## src/rtl/id_ex_stage_pkg.sv

```systemverilog
// Shared definitions for the ID/EX pipeline register: control bundle layout,
// ALU op encodings and register-index constants.
package id_ex_stage_pkg;

  localparam int CTRL_W = 11;

  // Bit positions inside the packed Control bundle, MSB first
  localparam int CTRL_REG_DST    = 10;
  localparam int CTRL_ALU_SRC    = 9;
  localparam int CTRL_MEM_TO_REG = 8;
  localparam int CTRL_REG_WRITE  = 7;
  localparam int CTRL_MEM_READ   = 6;
  localparam int CTRL_MEM_WRITE  = 5;
  localparam int CTRL_BRANCH_NE  = 4;
  localparam int CTRL_BRANCH_EQ  = 3;
  localparam int CTRL_ALU_OP_HI  = 2;
  localparam int CTRL_ALU_OP_LO  = 0;

  localparam logic [2:0] ALU_OP_RTYPE = 3'b111;
  localparam logic [2:0] ALU_OP_ADDI  = 3'b100;
  localparam logic [2:0] ALU_OP_ORI   = 3'b101;
  localparam logic [2:0] ALU_OP_LUI   = 3'b110;

  localparam logic [4:0] REG_ZERO = 5'd0;

  // An instruction consumes rt as a source when it is R-type, a store or a branch
  function automatic logic ctrl_reads_rt(input logic [CTRL_W-1:0] ctrl);
    return ctrl[CTRL_REG_DST] | ctrl[CTRL_MEM_WRITE] |
           ctrl[CTRL_BRANCH_EQ] | ctrl[CTRL_BRANCH_NE];
  endfunction

endpackage

```

## src/rtl/id_ex_stage_hazard.sv

```systemverilog
// Load-use hazard detection: stalls when the load in EX writes a register
// that the instruction in ID needs as a source.
module hazard_detect_unit
  import id_ex_stage_pkg::*;
#(
  parameter int REG_W = 5
) (
  input  logic             id_valid,
  input  logic             id_reads_rt,
  input  logic [REG_W-1:0] id_rs,
  input  logic [REG_W-1:0] id_rt,
  input  logic             ex_valid,
  input  logic             ex_mem_read,
  input  logic [REG_W-1:0] ex_rt,
  output logic             stall
);

  logic ex_load_live;
  logic rs_match;
  logic rt_match;

  // Loads targeting $zero never produce a real dependency
  assign ex_load_live = ex_valid & ex_mem_read & (ex_rt != REG_W'(REG_ZERO));
  assign rs_match     = (ex_rt == id_rs);
  assign rt_match     = (ex_rt == id_rt) & id_reads_rt;
  assign stall        = id_valid & ex_load_live & (rs_match | rt_match);

endmodule

```

## src/rtl/id_ex_stage.sv

```systemverilog
// ID/EX pipeline register with load-use stall, branch flush bubbles and a
// saturating stall-cycle counter.
module id_ex_stage
  import id_ex_stage_pkg::*;
#(
  parameter int DATA_W = 32,
  parameter int REG_W  = 5,
  parameter int CNT_W  = 16
) (
  input  logic              clk,
  input  logic              reset,
  input  logic              id_valid_i,
  input  logic              flush_i,
  input  logic              reg_dst_i,
  input  logic              alu_src_i,
  input  logic              mem_to_reg_i,
  input  logic              reg_write_i,
  input  logic              mem_read_i,
  input  logic              mem_write_i,
  input  logic              branch_ne_i,
  input  logic              branch_eq_i,
  input  logic [2:0]        alu_op_i,
  input  logic [DATA_W-1:0] read_data_1_i,
  input  logic [DATA_W-1:0] read_data_2_i,
  input  logic [DATA_W-1:0] imm_ext_i,
  input  logic [DATA_W-1:0] pc_plus4_i,
  input  logic [REG_W-1:0]  rs_i,
  input  logic [REG_W-1:0]  rt_i,
  input  logic [REG_W-1:0]  rd_i,
  output logic              reg_dst_o,
  output logic              alu_src_o,
  output logic              mem_to_reg_o,
  output logic              reg_write_o,
  output logic              mem_read_o,
  output logic              mem_write_o,
  output logic              branch_ne_o,
  output logic              branch_eq_o,
  output logic [2:0]        alu_op_o,
  output logic [DATA_W-1:0] read_data_1_o,
  output logic [DATA_W-1:0] read_data_2_o,
  output logic [DATA_W-1:0] imm_ext_o,
  output logic [DATA_W-1:0] pc_plus4_o,
  output logic [REG_W-1:0]  rs_o,
  output logic [REG_W-1:0]  rt_o,
  output logic [REG_W-1:0]  rd_o,
  output logic              ex_valid_o,
  output logic              stall_o,
  output logic [CNT_W-1:0]  stall_count_o
);

  localparam logic [CNT_W-1:0] CNT_MAX = '1;

  logic [CTRL_W-1:0] ctrl_in;
  logic [CTRL_W-1:0] ctrl_q;
  logic              bubble;

  assign ctrl_in = {reg_dst_i, alu_src_i, mem_to_reg_i, reg_write_i,
                    mem_read_i, mem_write_i, branch_ne_i, branch_eq_i, alu_op_i};

  hazard_detect_unit #(
    .REG_W(REG_W)
  ) u_hazard (
    .id_valid    (id_valid_i),
    .id_reads_rt (ctrl_reads_rt(ctrl_in)),
    .id_rs       (rs_i),
    .id_rt       (rt_i),
    .ex_valid    (ex_valid_o),
    .ex_mem_read (mem_read_o),
    .ex_rt       (rt_o),
    .stall       (stall_o)
  );

  assign bubble = flush_i | stall_o;

  // Data fields always follow their inputs; only control and valid are squashed
  always_ff @(posedge clk) begin
    if (!reset) begin
      ctrl_q        <= '0;
      ex_valid_o    <= 1'b0;
      read_data_1_o <= '0;
      read_data_2_o <= '0;
      imm_ext_o     <= '0;
      pc_plus4_o    <= '0;
      rs_o          <= '0;
      rt_o          <= '0;
      rd_o          <= '0;
    end else begin
      read_data_1_o <= read_data_1_i;
      read_data_2_o <= read_data_2_i;
      imm_ext_o     <= imm_ext_i;
      pc_plus4_o    <= pc_plus4_i;
      rs_o          <= rs_i;
      rt_o          <= rt_i;
      rd_o          <= rd_i;
      if (bubble) begin
        ctrl_q     <= '0;
        ex_valid_o <= 1'b0;
      end else begin
        ctrl_q     <= id_valid_i ? ctrl_in : '0;
        ex_valid_o <= id_valid_i;
      end
    end
  end

  // A flushed cycle is not counted: the redirect, not the hazard, owns it
  always_ff @(posedge clk) begin
    if (!reset) begin
      stall_count_o <= '0;
    end else if (stall_o && !flush_i && stall_count_o != CNT_MAX) begin
      stall_count_o <= stall_count_o + 1'b1;
    end
  end

  assign reg_dst_o    = ctrl_q[CTRL_REG_DST];
  assign alu_src_o    = ctrl_q[CTRL_ALU_SRC];
  assign mem_to_reg_o = ctrl_q[CTRL_MEM_TO_REG];
  assign reg_write_o  = ctrl_q[CTRL_REG_WRITE];
  assign mem_read_o   = ctrl_q[CTRL_MEM_READ];
  assign mem_write_o  = ctrl_q[CTRL_MEM_WRITE];
  assign branch_ne_o  = ctrl_q[CTRL_BRANCH_NE];
  assign branch_eq_o  = ctrl_q[CTRL_BRANCH_EQ];
  assign alu_op_o     = ctrl_q[CTRL_ALU_OP_HI:CTRL_ALU_OP_LO];

endmodule
```

## config.mk

```make
export PLATFORM = sky130hd
export DESIGN_NAME = id_ex_stage
export DESIGN_NICKNAME = d
export VERILOG_FILES = /design/src/rtl/id_ex_stage_pkg.sv /design/src/rtl/id_ex_stage_hazard.sv /design/src/rtl/id_ex_stage.sv
export SDC_FILE = /design/constraint.sdc
export NUM_CORES = 1
export LEC_CHECK = 0
export CAP_MARGIN = 20
export CORE_AREA = 2 2 129 131
export CTS_BUF_LIST = sky130_fd_sc_hd__clkbuf_4 sky130_fd_sc_hd__clkbuf_8
export DETAILED_ROUTE_END_ITERATION = 7
export DIE_AREA = 0 0 131 133
export PLACE_DENSITY_LB_ADDON = 0.25
export SYNTH_ARGS = -nofsm -noshare
export SYNTH_HDL_FRONTEND = slang
export SYNTH_SLANG_ARGS = --single-unit
```

## constraint.sdc

```tcl
create_clock -name clk -period 2.3 [get_ports clk]
set_input_delay 0.46 -clock clk [delete_from_list [all_inputs] [get_ports clk]]
set_output_delay 0.46 -clock clk [all_outputs]
set_load 0.02 [all_outputs]
```

Word-level counts from Yosys, hierarchy flattened
Cells that the tools add are included.
W data, S select, Z words.
{ "totals": {"ff_bits": 171, "in_bits": 158} }
{ "classes": {"addsub": 1, "eq_ne": 3, "n_bitwise": 12, "reduce_logical": 6} }
{ "ops": {"columns": ["cell", "n"], "rows": [
  ["$add A16 B1 Y16 const B", 1],
  ["$ne A16 B16 Y1 const B", 1],
  ["$eq A5 B5 Y1", 2],
  ["$and A1 B1 Y1", 5],
  ["$or A1 B1 Y1", 5],
  ["$reduce_bool A5 Y1", 1],
  ["$reduce_or A3 Y1", 1],
  ["$logic_and A1 B1 Y1", 2],
  ["$not A1 Y1", 2],
  ["$reduce_or A2 Y1", 1],
  ["$logic_not A1 Y1", 1]
]} }

Depth between registers and ports, before layout
{ "logic_depth": {"word_depth": 8, "ltp_mapped": 9} }

Hierarchy
A second synthesis with hierarchy kept.
{ "unflattened": {"cells_unflattened": 445, "area_unflattened_um2": 5142.4} }
{ "by_module_without_submodules": {"columns": ["mod", "instances", "cells_per_inst", "area_per_inst_um2", "seq_area_each_um2"], "rows": [
  ["id_ex_stage", 1, 428, 5012.3, 3423.3],
  ["hazard_detect_unit", 1, 17, 130.1, 0.0]
]} }

Least setup slack after synthesis
Ideal clock, no wire load.
{ "synth_path": {"path_type": "input-to-output", "start": "input port rt_i[0]", "end": "output port stall_o", "t_arrival_ns": 1.906, "required_time_ns": 1.840, "path_slack_ns": -0.066, "stages": 6, "cell_sequence": "xor2_1 > nor4_1 > a22oi_1 > clkbuf_1 > clkbuf_1 > nor3_1"} }
{ "synth_between": {"elab_chain_cells": 4} }
{ "synth_lines": {"columns": ["element", "line_no", "text"], "rows": [
  ["start: declaration", "id_ex_stage.sv:28", "input logic [REG_W-1:0] rt_i,"],
  ["$eq A5 B5 Y1", "id_ex_stage_hazard.sv:25", "assign rt_match = (ex_rt == id_rt) & id_reads_rt;"],
  ["$and A1 B1 Y1", "id_ex_stage_hazard.sv:25", null],
  ["$or A1 B1 Y1", "id_ex_stage_hazard.sv:26", "assign stall = id_valid & ex_load_live & (rs_match | rt_match);"],
  ["$and A1 B1 Y1", "id_ex_stage_hazard.sv:26", null],
  ["end: declaration", "id_ex_stage.sv:47", "output logic stall_o,"]
]} }
No other way between the ends.

Final worst setup path
{ "layout_path": {"start": "input port rt_i[2]", "end": "output port stall_o"} }
Same word-level chain as after synthesis.

==> results_tabular.tex <==
\begin{tabular}{lr}
\hline
Metric & Value \\
\hline
\multicolumn{2}{l}{\textbf{Run status}} \\
\quad Status & completed \\
\multicolumn{2}{l}{\textbf{Floorplan}} \\
\quad Top-Level Pins & 330 \\
\quad Initial core utilization & 32.0\% \\
\quad Core area & 0.0162 mm\^{}2 \\
\quad Placement row count & 47 \\
\quad Die boundary height & 133 um \\
\quad Die area & 0.0174 mm\^{}2 \\
\quad Overall die width & 131 um \\
\multicolumn{2}{l}{\textbf{Power}} \\
\quad Relative contribution of the clock network to total power & 35.7\% \\
\quad Sequential Power Share & 49.7\% \\
\quad Sw frac & 24.1\% \\
\quad Logic gate share of total power & 14.6\% \\
\quad Worst vdd ir & 381 uV \\
\quad Internal cell power & 4790 uW \\
\quad Power density normalized to cell area & 682 mW/mm\^{}2 \\
\quad P\_leak & 0.00359 uW \\
\quad Total net switching power & 1520 uW \\
\multicolumn{2}{l}{\textbf{Placement}} \\
\quad Worst setup timing slack at the placement stage & -0.600 ns \\
\quad Port Buffer Count & 329 \\
\quad Number of placed instances with taps included & 989 \\
\quad HPWL after DPL & 12.0 mm \\
\quad RD Place Congestion & 0.826 \\
\multicolumn{2}{l}{\textbf{Yosys}} \\
\quad Total of flip-flops plus latches after synthesis & 171 \\
\quad Post-Syn Instances & 452 \\
\quad Dominant synthesized flop cell & sky130\_fd\_sc\_hd\_\_dfxtp\_1 \\
\quad Yosys warnings & 0 \\
\quad Cell type with the largest total area after synthesis & sky130\_fd\_sc\_hd\_\_dfxtp\_1 \\
\quad Number of enable flip-flop cells after synthesis & 0 \\
\quad Share of Yosys cell area claimed by the top area cell type & 66.2\% \\
\quad Asr flop ratio synth & 0\% \\
\quad Fraction of the yosys area taken by sequential cells & 66.2\% \\
\quad Average size of a mapped cell & 11.4 um\^{}2 \\
\quad Summed instance area of the synthesized netlist & 0.00517 mm\^{}2 \\
\quad Unique cell type count in the Yosys netlist & 31 \\
\quad Syn nets & 611 \\
\quad Synth top area cells & sky130\_fd\_sc\_hd\_\_dfxtp\_1 (66\%), sky130\_fd\_sc\_hd\_\_and2\_1 (19\%), sky130\_fd\_sc\_hd\_\_o31ai\_1 (1.9\%) \\
\multicolumn{2}{l}{\textbf{Timing}} \\
\quad Final hold slack & 0.266 ns \\
\quad Slew Limit Fails & 0 \\
\quad Post-Route Skew & 0.0117 ns \\
\quad Endpoints failing hold & 0 \\
\quad Relative slew slack & 68.9\% \\
\quad Transition time at the pin with the least slew margin & 0.467 ns \\
\quad Highest clock rate & 450 MHz \\
\quad Final setup violation count & 0 \\
\quad Tmin final & 2.22 ns \\
\quad Final critical-path share of the clock period & 96.6\% \\
\quad Setup repair after global routing missed its margin & true \\
\quad Final Worst Setup Slack & 0.0776 ns \\
\multicolumn{2}{l}{\textbf{Critical path}} \\
\quad Origin of the worst setup path & rt\_i[2] \\
\quad Arrival time at the worst endpoint & 1.76 ns \\
\quad Startpoint kind of the worst setup timing path & input pin \\
\quad Worst-path cell chain & clkdlybuf4s50\_1 -> xor2\_1 -> nor4\_4 -> a22oi\_2 -> nor3\_2 -> buf\_4 \\
\quad Start of the worst register-to-register path & stall\_count\_o[1] \\
\quad Worst Path Class, Setup & in2out \\
\quad Maximum fanout encountered on the critical timing path & 2 \\
\quad Family with the most delay on the worst path & buffers and inverters \\
\quad Required time reported for the critical path endpoint & 1.84 ns \\
\quad Slowest CP cell & sky130\_fd\_sc\_hd\_\_clkdlybuf4s50\_1 \\
\quad Worst path bufs/invs & 2 \\
\quad Crit-path max cell delay & 0.43 ns \\
\quad Worst setup EP type & output pin \\
\multicolumn{2}{l}{\textbf{Clock network}} \\
\quad Deepest clock path buffer count & 2 \\
\quad Total clock sinks & 171 \\
\quad Post-CTS Hold Fix Bufs & 0 \\
\quad Clock-pin slew of the registers on the worst-case setup and hold paths & 0.09 ns \\
\quad Number of buffers created by CTS & 17 \\
\quad Clock root buffer master & sky130\_fd\_sc\_hd\_\_clkbuf\_8 \\
\quad Number of H-tree levels & 4 \\
\quad Clock insertion delay at the later pin of the skew report & 0.45 ns \\
\quad TritonCTS clock tree & done \\
\multicolumn{2}{l}{\textbf{Route}} \\
\quad Overall routed net length & 15.9 mm \\
\quad Number of detailed-routing iterations run before antenna repair & 4 \\
\quad Count of routing violations after the opening detailed-route iteration & 129 \\
\quad Antenna Violating Nets Remaining & 0 \\
\quad Total via count in the routed design & 4398 \\
\quad Routed length per instance & 15.5 um \\
\quad Via/cell ratio & 4.30 \\
\quad DRC violation count after routing & 0 \\
\multicolumn{2}{l}{\textbf{Global route}} \\
\quad Aggregate global-route resource usage & 18.1\% \\
\quad Initial antenna violation count & 2 \\
\quad Wire length of the first global-routing pass & 23.9 mm \\
\quad Number of global-route vias before repair & 4537 \\
\quad Sum of overflow across all layers after global routing & 0 \\
\quad Largest net degree at the start of global routing & 99 \\
\multicolumn{2}{l}{\textbf{Min path}} \\
\quad Worst hold path startpoint & branch\_eq\_i \\
\quad Type of the worst min-delay path & in2reg \\
\multicolumn{2}{l}{\textbf{Layout}} \\
\quad Number of nets in the layout & 949 \\
\quad Most frequent cells in the layout & sky130\_fd\_sc\_hd\_\_clkdlybuf4s50\_1 (321), sky130\_fd\_sc\_hd\_\_dfxtp\_1 (170), sky130\_fd\_sc\_hd\_\_and2\_1 (154), sky130\_fd\_sc\_hd\_\_clkbuf\_8 (19), sky130\_fd\_sc\_hd\_\_buf\_4 (16) \\
\quad Area occupied by registers & 0.00343 mm\^{}2 \\
\quad Share of final-layout standard cells stronger than drive strength 1 & 7.60\% \\
\quad Non-Filler Instances & 1023 \\
\quad Inserted Diodes & 0 \\
\quad Fill cell total of the finished layout & 1378 \\
\quad Relative area change from synthesis to final layout & 78.7\% \\
\quad Most common library cell in the layout ignoring fill and taps & sky130\_fd\_sc\_hd\_\_clkdlybuf4s50\_1 \\
\quad Combined area of the multi-input logic cells & 0.00168 mm\^{}2 \\
\multicolumn{2}{l}{\textbf{Job}} \\
\quad Max-cap violation count & 0 \\
\hline
\end{tabular}
## timing repair
item | CTS | global route
setup buffers | 1 | 1
pin swaps | 3 | 4
gates resized for setup | 11 | 8
endpoints found under the setup margin | 1 | 15
## power groups by stage
stage | Clock (uW) | Sequential (uW) | Combinational [uW]
CTS | 2320 | 3140 | 928
global route | 2440 | 3150 | 975
global placement | 0 | 3210 | 906
floorplan | 0 | 3390 | 139
finish | 2250 | 3140 | 920
detailed placement | 0 | 3210 | 915
## logic make-up after synthesis
group                      count (synthesis)  share of synthesized area (%)
DFF                                      171                           66.2
muxes                                      3                          0.580
AOI/OAI and AO/OA                         29                           3.68
adders and majority gates                  1                          0.242
and+or+nand+nor                          211                           25.4
xor gates and xnor gates                  10                           1.69
buffers and inverters                     27                           2.25
## per-stage QoR
stage                     power (uW)  util [%]  setup TNS [ns]  instance area (um^2)
after detailed placement        4120      54.2          -10.08                  8760
after CTS                       6390      57.0               0                  9220
after global routing            6570      57.2         -0.0311                  9250
after global placement          4110      54.2          -10.34                  8760
after floorplan                 3530         -               0                  5180
final                           6310      57.2               0                  9250
## layer usage
metal / GRT usage (%) / vias to the layer above / wire length (um)
li1: - / 2141 / -
met2: 32.0 / 209 / 8250
met3: 8.25 / 30 / 1450
met4: 7.09 / 4 / 370
met5: 0 / - / 26
met1: 18.5 / 2014 / 5780
## sequential cells by signal (all words and copies together) (netlist names)
signal	cells
imm_ext_o	32
read_data_2_o	32
rd_o	5
read_data_1_o	32
ex_valid_o	1
rt_o	5
pc_plus4_o	32
stall_count_o	16
ctrl_q	11
rs_o	5
## cell usage after synthesis (2+ instances only)
cell type                  number
sky130_fd_sc_hd__xor2_1        10
sky130_fd_sc_hd__nand4_1        5
sky130_fd_sc_hd__and4_1         2
sky130_fd_sc_hd__o31ai_1       13
sky130_fd_sc_hd__clkbuf_1      22
sky130_fd_sc_hd__nand3_1        7
sky130_fd_sc_hd__or4_1         13
sky130_fd_sc_hd__nand2b_1       2
sky130_fd_sc_hd__nor4_1         2
sky130_fd_sc_hd__a21oi_1       13
sky130_fd_sc_hd__nor3_1         2
sky130_fd_sc_hd__nand2_1        8
sky130_fd_sc_hd__buf_6          2
sky130_fd_sc_hd__nor2_1         4
sky130_fd_sc_hd__and2_1       154
sky130_fd_sc_hd__and3_1         4
sky130_fd_sc_hd__mux2i_1        3
sky130_fd_sc_hd__dfxtp_1      171
sky130_fd_sc_hd__or4_4          2
sky130_fd_sc_hd__buf_1          2
## worst paths after layout
check / endpoint / slack [ns] / cells after the start
min reg2reg: stall_count_o[14] / 0.51 / 2
min: ctrl_q[3] / 0.27 / 2
max: stall_o / 0.08 / 6
max reg2reg: stall_count_o[8] / 0.11 / 6
## cell type report
cell class              instances  area share [%]
clock buffers                  19            2.83
repair buffers                345            37.2
inverters                       1          0.0406
flip-flops and latches        171            37.1
well taps                     220            2.98
clock inverters                13            1.77
multi-input cells             254            18.1
Power figures use the tool's default switching activity.
